### config.mk
export PLATFORM = sky130hd
export DESIGN_NAME = instr_fetch_unit
export DESIGN_NICKNAME = d
export VERILOG_FILES = /design/src/rtl/instr_fetch_unit.sv
export SDC_FILE = /design/constraint.sdc
export NUM_CORES = 1
export LEC_CHECK = 0
export CAP_MARGIN = 20
export CORE_MARGIN = 1.5
export CORE_UTILIZATION = 30
export DETAILED_ROUTE_END_ITERATION = 8
export PLACE_DENSITY = 0.65
export SLEW_MARGIN = 20
export SYNTH_ARGS = -nofsm -noshare
export SYNTH_HDL_FRONTEND = slang
export SYNTH_SLANG_ARGS = --single-unit
### constraint.sdc
create_clock -name clk -period 6.3 [get_ports clk]
set_clock_uncertainty 0.2 [all_clocks]
set_input_delay 1.26 -clock clk [delete_from_list [all_inputs] [get_ports clk]]
set_output_delay 1.26 -clock clk [all_outputs]
set_load 0.01 [all_outputs]
### src/rtl/instr_fetch_unit.sv
// Fetch stage: owns the PC, issues reads to a synchronous instruction memory and buffers
// returned words in a 2-entry queue for decode. Optional perf counters: FETCH_PERF_CNT_EN.
module instr_fetch_unit #(
    parameter int                    ADDR_WIDTH = 32,
    parameter logic [ADDR_WIDTH-1:0] RESET_PC   = '0
) (
    input  logic                  clk,
    input  logic                  reset_n,
    input  logic                  Redirect,
    input  logic [ADDR_WIDTH-1:0] RedirectPC,
    output logic                  IMemReq,
    output logic [ADDR_WIDTH-1:0] IMemAddr,
    input  logic [31:0]           IMemRdata,
    output logic                  InstrValid,
    input  logic                  InstrReady,
    output logic [31:0]           Instr,
    output logic [ADDR_WIDTH-1:0] InstrPC,
    output logic [6:0]            Opcode,
    output logic [2:0]            Funct3
`ifdef FETCH_PERF_CNT_EN
    ,
    output logic [31:0]           FetchCount,
    output logic [31:0]           FlushCount
`endif
);

    // Decode handshake: the head transfers in any cycle where InstrValid and InstrReady are
    // both high. InstrValid never depends on InstrReady; once raised it stays high until the
    // entry is taken, except that a Redirect flushes the queue regardless of the transfer.

    logic [ADDR_WIDTH-1:0] pc;
    logic [ADDR_WIDTH-1:0] inflight_pc;
    logic                  inflight;

    logic [31:0]           fifo_instr [2];
    logic [ADDR_WIDTH-1:0] fifo_pc    [2];
    logic [1:0]            count;
    logic                  rd_ptr;
    logic                  wr_ptr;

    logic                  pop;
    logic                  issue;
    logic                  fifo_wr;
    logic [2:0]            credit;
    logic [ADDR_WIDTH-1:0] redirect_target;

    assign pop     = InstrValid & InstrReady;
    assign fifo_wr = inflight & ~Redirect;

    // Entries owed to the queue after this cycle: stored + in flight - leaving now.
    assign credit = {1'b0, count} + {2'b00, inflight} - {2'b00, pop};
    assign issue  = reset_n & ~Redirect & (credit < 3'd2);

    assign redirect_target = RedirectPC & ~ADDR_WIDTH'(3);

    assign IMemReq  = issue;
    assign IMemAddr = pc;

    assign InstrValid = (count != 2'd0);
    assign Instr      = fifo_instr[rd_ptr];
    assign InstrPC    = fifo_pc[rd_ptr];
    assign Opcode     = Instr[6:0];
    assign Funct3     = Instr[14:12];

    always_ff @(posedge clk or negedge reset_n) begin
        if (!reset_n) begin
            pc          <= RESET_PC;
            inflight    <= 1'b0;
            inflight_pc <= RESET_PC;
        end else if (Redirect) begin
            pc       <= redirect_target;
            inflight <= 1'b0;
        end else if (issue) begin
            pc          <= pc + ADDR_WIDTH'(4);
            inflight    <= 1'b1;
            inflight_pc <= pc;
        end else begin
            inflight <= 1'b0;
        end
    end

    always_ff @(posedge clk or negedge reset_n) begin
        if (!reset_n) begin
            count  <= 2'd0;
            rd_ptr <= 1'b0;
            wr_ptr <= 1'b0;
        end else if (Redirect) begin
            count  <= 2'd0;
            rd_ptr <= 1'b0;
            wr_ptr <= 1'b0;
        end else begin
            if (fifo_wr) wr_ptr <= ~wr_ptr;
            if (pop)     rd_ptr <= ~rd_ptr;
            case ({fifo_wr, pop})
                2'b10:   count <= count + 2'd1;
                2'b01:   count <= count - 2'd1;
                default: count <= count;
            endcase
        end
    end

    // Storage needs no reset: nothing is visible until count says an entry is valid.
    always_ff @(posedge clk) begin
        if (fifo_wr) begin
            fifo_instr[wr_ptr] <= IMemRdata;
            fifo_pc[wr_ptr]    <= inflight_pc;
        end
    end

    no_overflow_chk : assert property (@(posedge clk) disable iff (!reset_n)
        !(fifo_wr && count == 2'd2));

`ifdef FETCH_PERF_CNT_EN
    always_ff @(posedge clk or negedge reset_n) begin
        if (!reset_n) begin
            FetchCount <= 32'd0;
            FlushCount <= 32'd0;
        end else begin
            if (pop && !Redirect) FetchCount <= FetchCount + 32'd1;
            if (Redirect)         FlushCount <= FlushCount + 32'd1;
        end
    end
`endif

endmodule

==> flow_metrics.py <==
metrics = {
    "drt": {
        "vias": 5151,
        "drt_iter0_drc": 506,
        "drc": 0,
        "wirelength_um": 18700,
        "routedWlPerCell_um": 17.5,
        "via_per_inst": 4.81,
        "dr.pass1.iters": 5,
        "drtAntennaViolNets": 0,
    },
    "clocking": {
        "htree_levels": 4,
        "clock_sinks": 189,
        "cts_tree": "built",
        "clk_root_buffer_cell": "clkbuf_16",
        "clock_latency_ns": 0.43,
        "cts-resized-gates": 0,
        "clockBufferDepth": 2,
        "cts_hold_buf": 0,
        "cts_setup_buffers": 0,
        "cts_buffers": 17,
        "clk_pin_slew_ns": 0.07,
    },
    "synth": {
        "synth-main-ff-cell": "edfxtp_1",
        "synthArstFlopShare_pct": 34.4,
        "synth_common_cells": "nand2_1 (133), edfxtp_1 (124), dfrtp_1 (65)",
        "post-synth-top-area-cell": "edfxtp_1",
        "synthCells": 571,
        "ys_top_cells_by_area": "edfxtp_1 (48%), dfrtp_1 (21%), mux2_2 (9.0%)",
        "synth_edf_count": 124,
        "synth_top_area_share_pct": 47.9,
        "synth_area_mm2": 0.00778,
        "yosys_register_bits": 189,
        "synth.most_common_cell": "nand2_1",
        "avgSynthCellArea_um2": 13.6,
        "ys_types": 57,
        "synth_warnings": 0,
        "ys_seq_area_share_pct": 68.8,
    },
    "place": {
        "post-dp-hpwl_um": 12100,
        "placed_cells": 1040,
        "gp_congestion": 0.799,
        "place_area_mm2": 0.00975,
        "numPortBuffers": 169,
    },
    "sta": {
        "tightest_slew_ns": 0.964,
        "hold_viol": 0,
        "setup_viol": 0,
        "min_period_ns": 5.31,
        "slew_headroom_pct": 35.7,
        "fin_tns_setup_ns": 0,
        "rsz0062_at_grt": "no",
        "max_clock_freq_mhz": 188,
        "post-route-period-util_pct": 84.3,
        "maxSlewViolCount": 0,
    },
    "global_route": {
        "grt_max_degree": 67,
        "grt_usage_pct": 14.2,
        "overflow": 0,
        "antenna_found_initial": 0,
        "first_global_vias": 4972,
        "grt_pass1_wl_um": 28500,
    },
    "floorplan": {
        "die-area_mm2": 0.0269,
        "num_rows": 58,
        "dieWidth_um": 164,
        "core-area_mm2": 0.0253,
        "initial_core_util_pct": 30.7,
        "io-pin-count": 176,
        "die_y_um": 164,
    },
    "setup_path": {
        "crit_arrival_ns": 3.85,
        "crit_path_start_kind": "input pin",
        "worstPathMaxFanout": 5,
        "required_ns": 4.84,
        "end_kind": "output pin",
        "criticalPathCategory": "input pin to output pin",
    },
    "pwr": {
        "power_leakage_nw": 3.82,
        "irDropWorstVdd_v": 0.000125,
        "powerDensity_mw_per_mm2": 282,
    },
    "finish": {
        "fin_nets": 799,
        "n_antenna_cell": 0,
        "stdcell_area_mm2": 0.0103,
        "postLayoutCoreUtil_pct": 40.8,
        "layout-drive-gt1-share_pct": 15.5,
        "areaGrowthSynthToFinish_pct": 32.8,
        "fin_cells": 1072,
    },
    "job": {
        "cap_viol_max_count": 0,
    },
    "hold_path": {
        "hp-class": "flip-flop to flip-flop",
    },
    "status": {
        "outcome": "finished, final reports clean",
    },
}
cells in the final DEF, fill, tap and decap left out, types with 6 or more instances in the layout:
| cell type | instances |
|---|---|
| buf_4 | 6 |
| nor2_1 | 12 |
| mux2_2 | 62 |
| clkbuf_16 | 17 |
| o211ai_1 | 8 |
| nand4_1 | 6 |
| edfxtp_1 | 124 |
| o21ai_0 | 10 |
| nand2_1 | 133 |
| nand3_1 | 17 |
| o311ai_0 | 13 |
| dfrtp_1 | 64 |
| a21oi_1 | 6 |
| clkdlybuf4s50_1 | 168 |
state kept, by name, summed over array words and instances (netlist names):
| register | count |
|---|---|
| fifo_instr | 64 |
| fifo_pc | 60 |
| IMemAddr | 30 |
| inflight_pc | 30 |
| count | 2 |
| inflight | 1 |
| rd_ptr | 1 |
| wr_ptr | 1 |
worst max-delay path: stages:
cell,delay [ns]
clkdlybuf4s50_1,0.55
nand2_1,0.09
mux2i_1,0.21
nand2_1,0.11
fa_1,0.53
nand3b_1,0.13
or2_2,0.32
inv_2,0.09
clkdlybuf4s50_1,0.56
path summary, 6_finish.rpt:
| kind | startpoint | end | slack [ns] | cells past startpoint |
|---|---|---|---|---|
| setup / recovery | InstrReady | IMemReq | 0.99 | 9 |
| hold / removal | inflight_pc[5] | fifo_pc[1][5] | 0.27 | 0 |
| setup reg to reg | count[1] | IMemAddr[22] | 2.71 | 12 |
| hold reg to reg | inflight_pc[5] | fifo_pc[1][5] | 0.27 | 0 |
| max in group asynchronous | reset_n | rd_ptr | 4.36 | 2 |
| min in group asynchronous | reset_n | IMemAddr[15] | 0.84 | 2 |
power by group:
group	leakage, nW	switching [mW]	internal [mW]
sequential	1.94	0.0846	1.42
combinational	1.61	0.158	0.192
clock	0.275	0.491	0.559
total	3.82	0.734	2.17
metal layers:
metal,part of all wire (%),wire (um),vias to the layer above,global-route usage (%)
met5,0,0,-,0
met4,0.69,130,0,3.60
li1,-,-,2411,-
met1,44,8330,2525,18.9
met2,48,8980,206,23.1
met3,7.0,1310,9,3.71
cell type report:
class	count	area [um^2]
Clock buffer	17	425
Clock inverter	15	154
Fill cell	2388	15000
Inverter	4	15.0
Multi-Input combinational cell	342	2220
Sequential cell	189	5350
Tap cell	330	413
Timing Repair Buffer	175	1750
per-stage QoR:
step                      setup slack [ns]  power, mW  hold WS [ns]
after detailed placement             0.976       1.89         0.257
after global routing                 0.833       3.04         0.280
final                                0.989       2.91         0.268
after floorplan                       1.49       1.67         0.242
after CTS                            0.976       2.95         0.273
after global placement                1.05       1.88         0.250
kinds of logic after synthesis:
| family | count (synthesis) | share of synthesized area, % |
|---|---|---|
| AND/OR/NAND/NOR | 205 | 12.1 |
| flip-flops | 189 | 68.8 |
| multiplexers | 63 | 9.11 |
| adder cells (fa/ha/maj) | 2 | 0.418 |
| buffers and inverters | 43 | 3.02 |
| AO/OA/AOI/OAI | 63 | 5.95 |
| XOR/XNOR | 5 | 0.563 |
| other | 1 | 0.0482 |
(Power assumes the default switching activity.)
==> RTL edit: new RTL, same settings <==
The option `FETCH_PERF_CNT_EN` is turned on by a define.
--- a/src/rtl/instr_fetch_unit.sv
+++ b/src/rtl/instr_fetch_unit.sv
@@ -1,5 +1,7 @@
 // Fetch stage: owns the PC, issues reads to a synchronous instruction memory and buffers
 // returned words in a 2-entry queue for decode. Optional perf counters: FETCH_PERF_CNT_EN.
+`define FETCH_PERF_CNT_EN
+
 module instr_fetch_unit #(
     parameter int                    ADDR_WIDTH = 32,
     parameter logic [ADDR_WIDTH-1:0] RESET_PC   = '0
Check against the original RTL (old outputs only; new: FetchCount and FlushCount): equivalent (equiv_simple and equiv_induct, registers matched by name and starting in step).
==> RTL edit against the unedited design <==
- sequential share of layout area fell by 3.1 points
- worst setup slack worse by 0.22 ns
- fmax decreased by 4.0%
- synthesized cell count grew 42%
- global-route usage increased by 0.67 points
- area after synthesis rose by 37%
- sequential cell count increased by 64
- wire length rose by 47%
- total power grew 40%
- core utilization rose by 0.33 points
- final area grew 38%
==> RTL edit: results (changes against the unedited design) <==
| Metric | Value |
|---|---|
| DP Wirelength | 18,700 µm (+54%) |
| Layout Nets | 1,114 (+39%) |
| Critical path arrival | 4.07 ns (+0.22 ns) |
| Reg2reg end | IMemAddr[29] |
| Clk pwr | 1.56 mW (+49%) |
| Leak | 5.50 nW (+44%) |
| FF/Latch Area | 0.00695 mm² (+30%) |
| CTS buffer count | 28 (+11) |
| Internal | 3.06 mW (+41%) |
| CTS sink count | 253 (+34%) |
| Primary FF master, synth | dfrtp_1 |
| Ys async rst share | 51.0% (+17 points) |
| Initial antenna violation count | 7 (+7) |
| Final Non-Filler Cells | 1,525 (+42%) |
| Vias in the first global route | 7,344 (+48%) |
| Worst-Skew Late Latency | 0.54 ns (+0.11 ns) |
| Synth cell types | 56 (-1.8%) |
| Layout cells sized above 1 | 12.4% (-3.1 points) |
| DR iter-0 viols | 345 (-32%) |
| Overall routing resource usage | 14.9% (+0.67 points) |
| Worst VDD drop | 203 µV (+63%) |
| Area contributors post-synth | edfxtp_1, dfrtp_1, mux2_2 |
| Vias per Instance | 4.76 (-0.88%) |
| Setup slack on the worst flop-to-flop path | 2.53 ns (-0.18 ns) |
| Max clock buf depth | 3 (+1) |
| Worst hold path depth | 1 (+1) |
| #MultiIn Comb | 505 (+48%) |
| Status | completed |
| Fill count | 3,281 (+37%) |
| Multi-input gate area | 0.00340 mm² (+53%) |
==> RTL edit: changes by cell type in the layout (fill, tap and decap cells not counted), moves of 8 or more <==
cell             before  now
a221o_1               0   10
and3_1                2   12
clkbuf_1              0   10
clkbuf_16            17   30
clkdlybuf4s50_1     168  231
dfrtp_1              64  128
inv_1                 3   11
nand2_1             133  144
nand3_1              17   30
nand4_1               6   27
nor2_1               12   33
xnor2_1               3   45
xor2_1                2   21
==> RTL edit: worst max-delay path by stage <==
stage | cells after the start | to | from
after CTS | 9 | IMemReq | InstrReady
final | 9 | IMemReq | InstrReady
after global routing | 9 | IMemReq | InstrReady
after detailed placement | 9 | IMemReq | InstrReady
after global placement | 9 | IMemReq | InstrReady
after floorplan | 3 | fifo_instr[0][0] | Redirect
==> RTL edit: per-layer routing <==
metal / share of wire (%) / global-route usage (%)
met5: 0.15 / 0
met4: 2.0 / 4.36
met3: 9.7 / 5.05
met2: 46 / 24.1
met1: 42 / 18.8
==> RTL edit: logic make-up (layout without fill, tap and decap cells) <==
group                    Yosys count  count (layout)  share of synthesized area (%)
multiplexers                      66              66                           6.98
buffers and inverters             58             306                           2.79
flip-flops                       253             253                           65.5
AO/OA/AOI/OAI                     70              70                           5.09
adder cells (fa/ha/maj)            4               4                          0.542
XOR/XNOR                          66              66                           5.44
AND/OR/NAND/NOR                  295             295                           13.6
other                              1              10                         0.0353
==> RTL edit: stage by stage <==
stage / setup slack [ns] / hold slack [ns]
finish: 0.766 / 0.266
global route: 0.586 / 0.280
CTS: 0.722 / 0.266
detailed placement: 0.727 / 0.252
global placement: 0.808 / 0.247
floorplan: 1.53 / 0.242
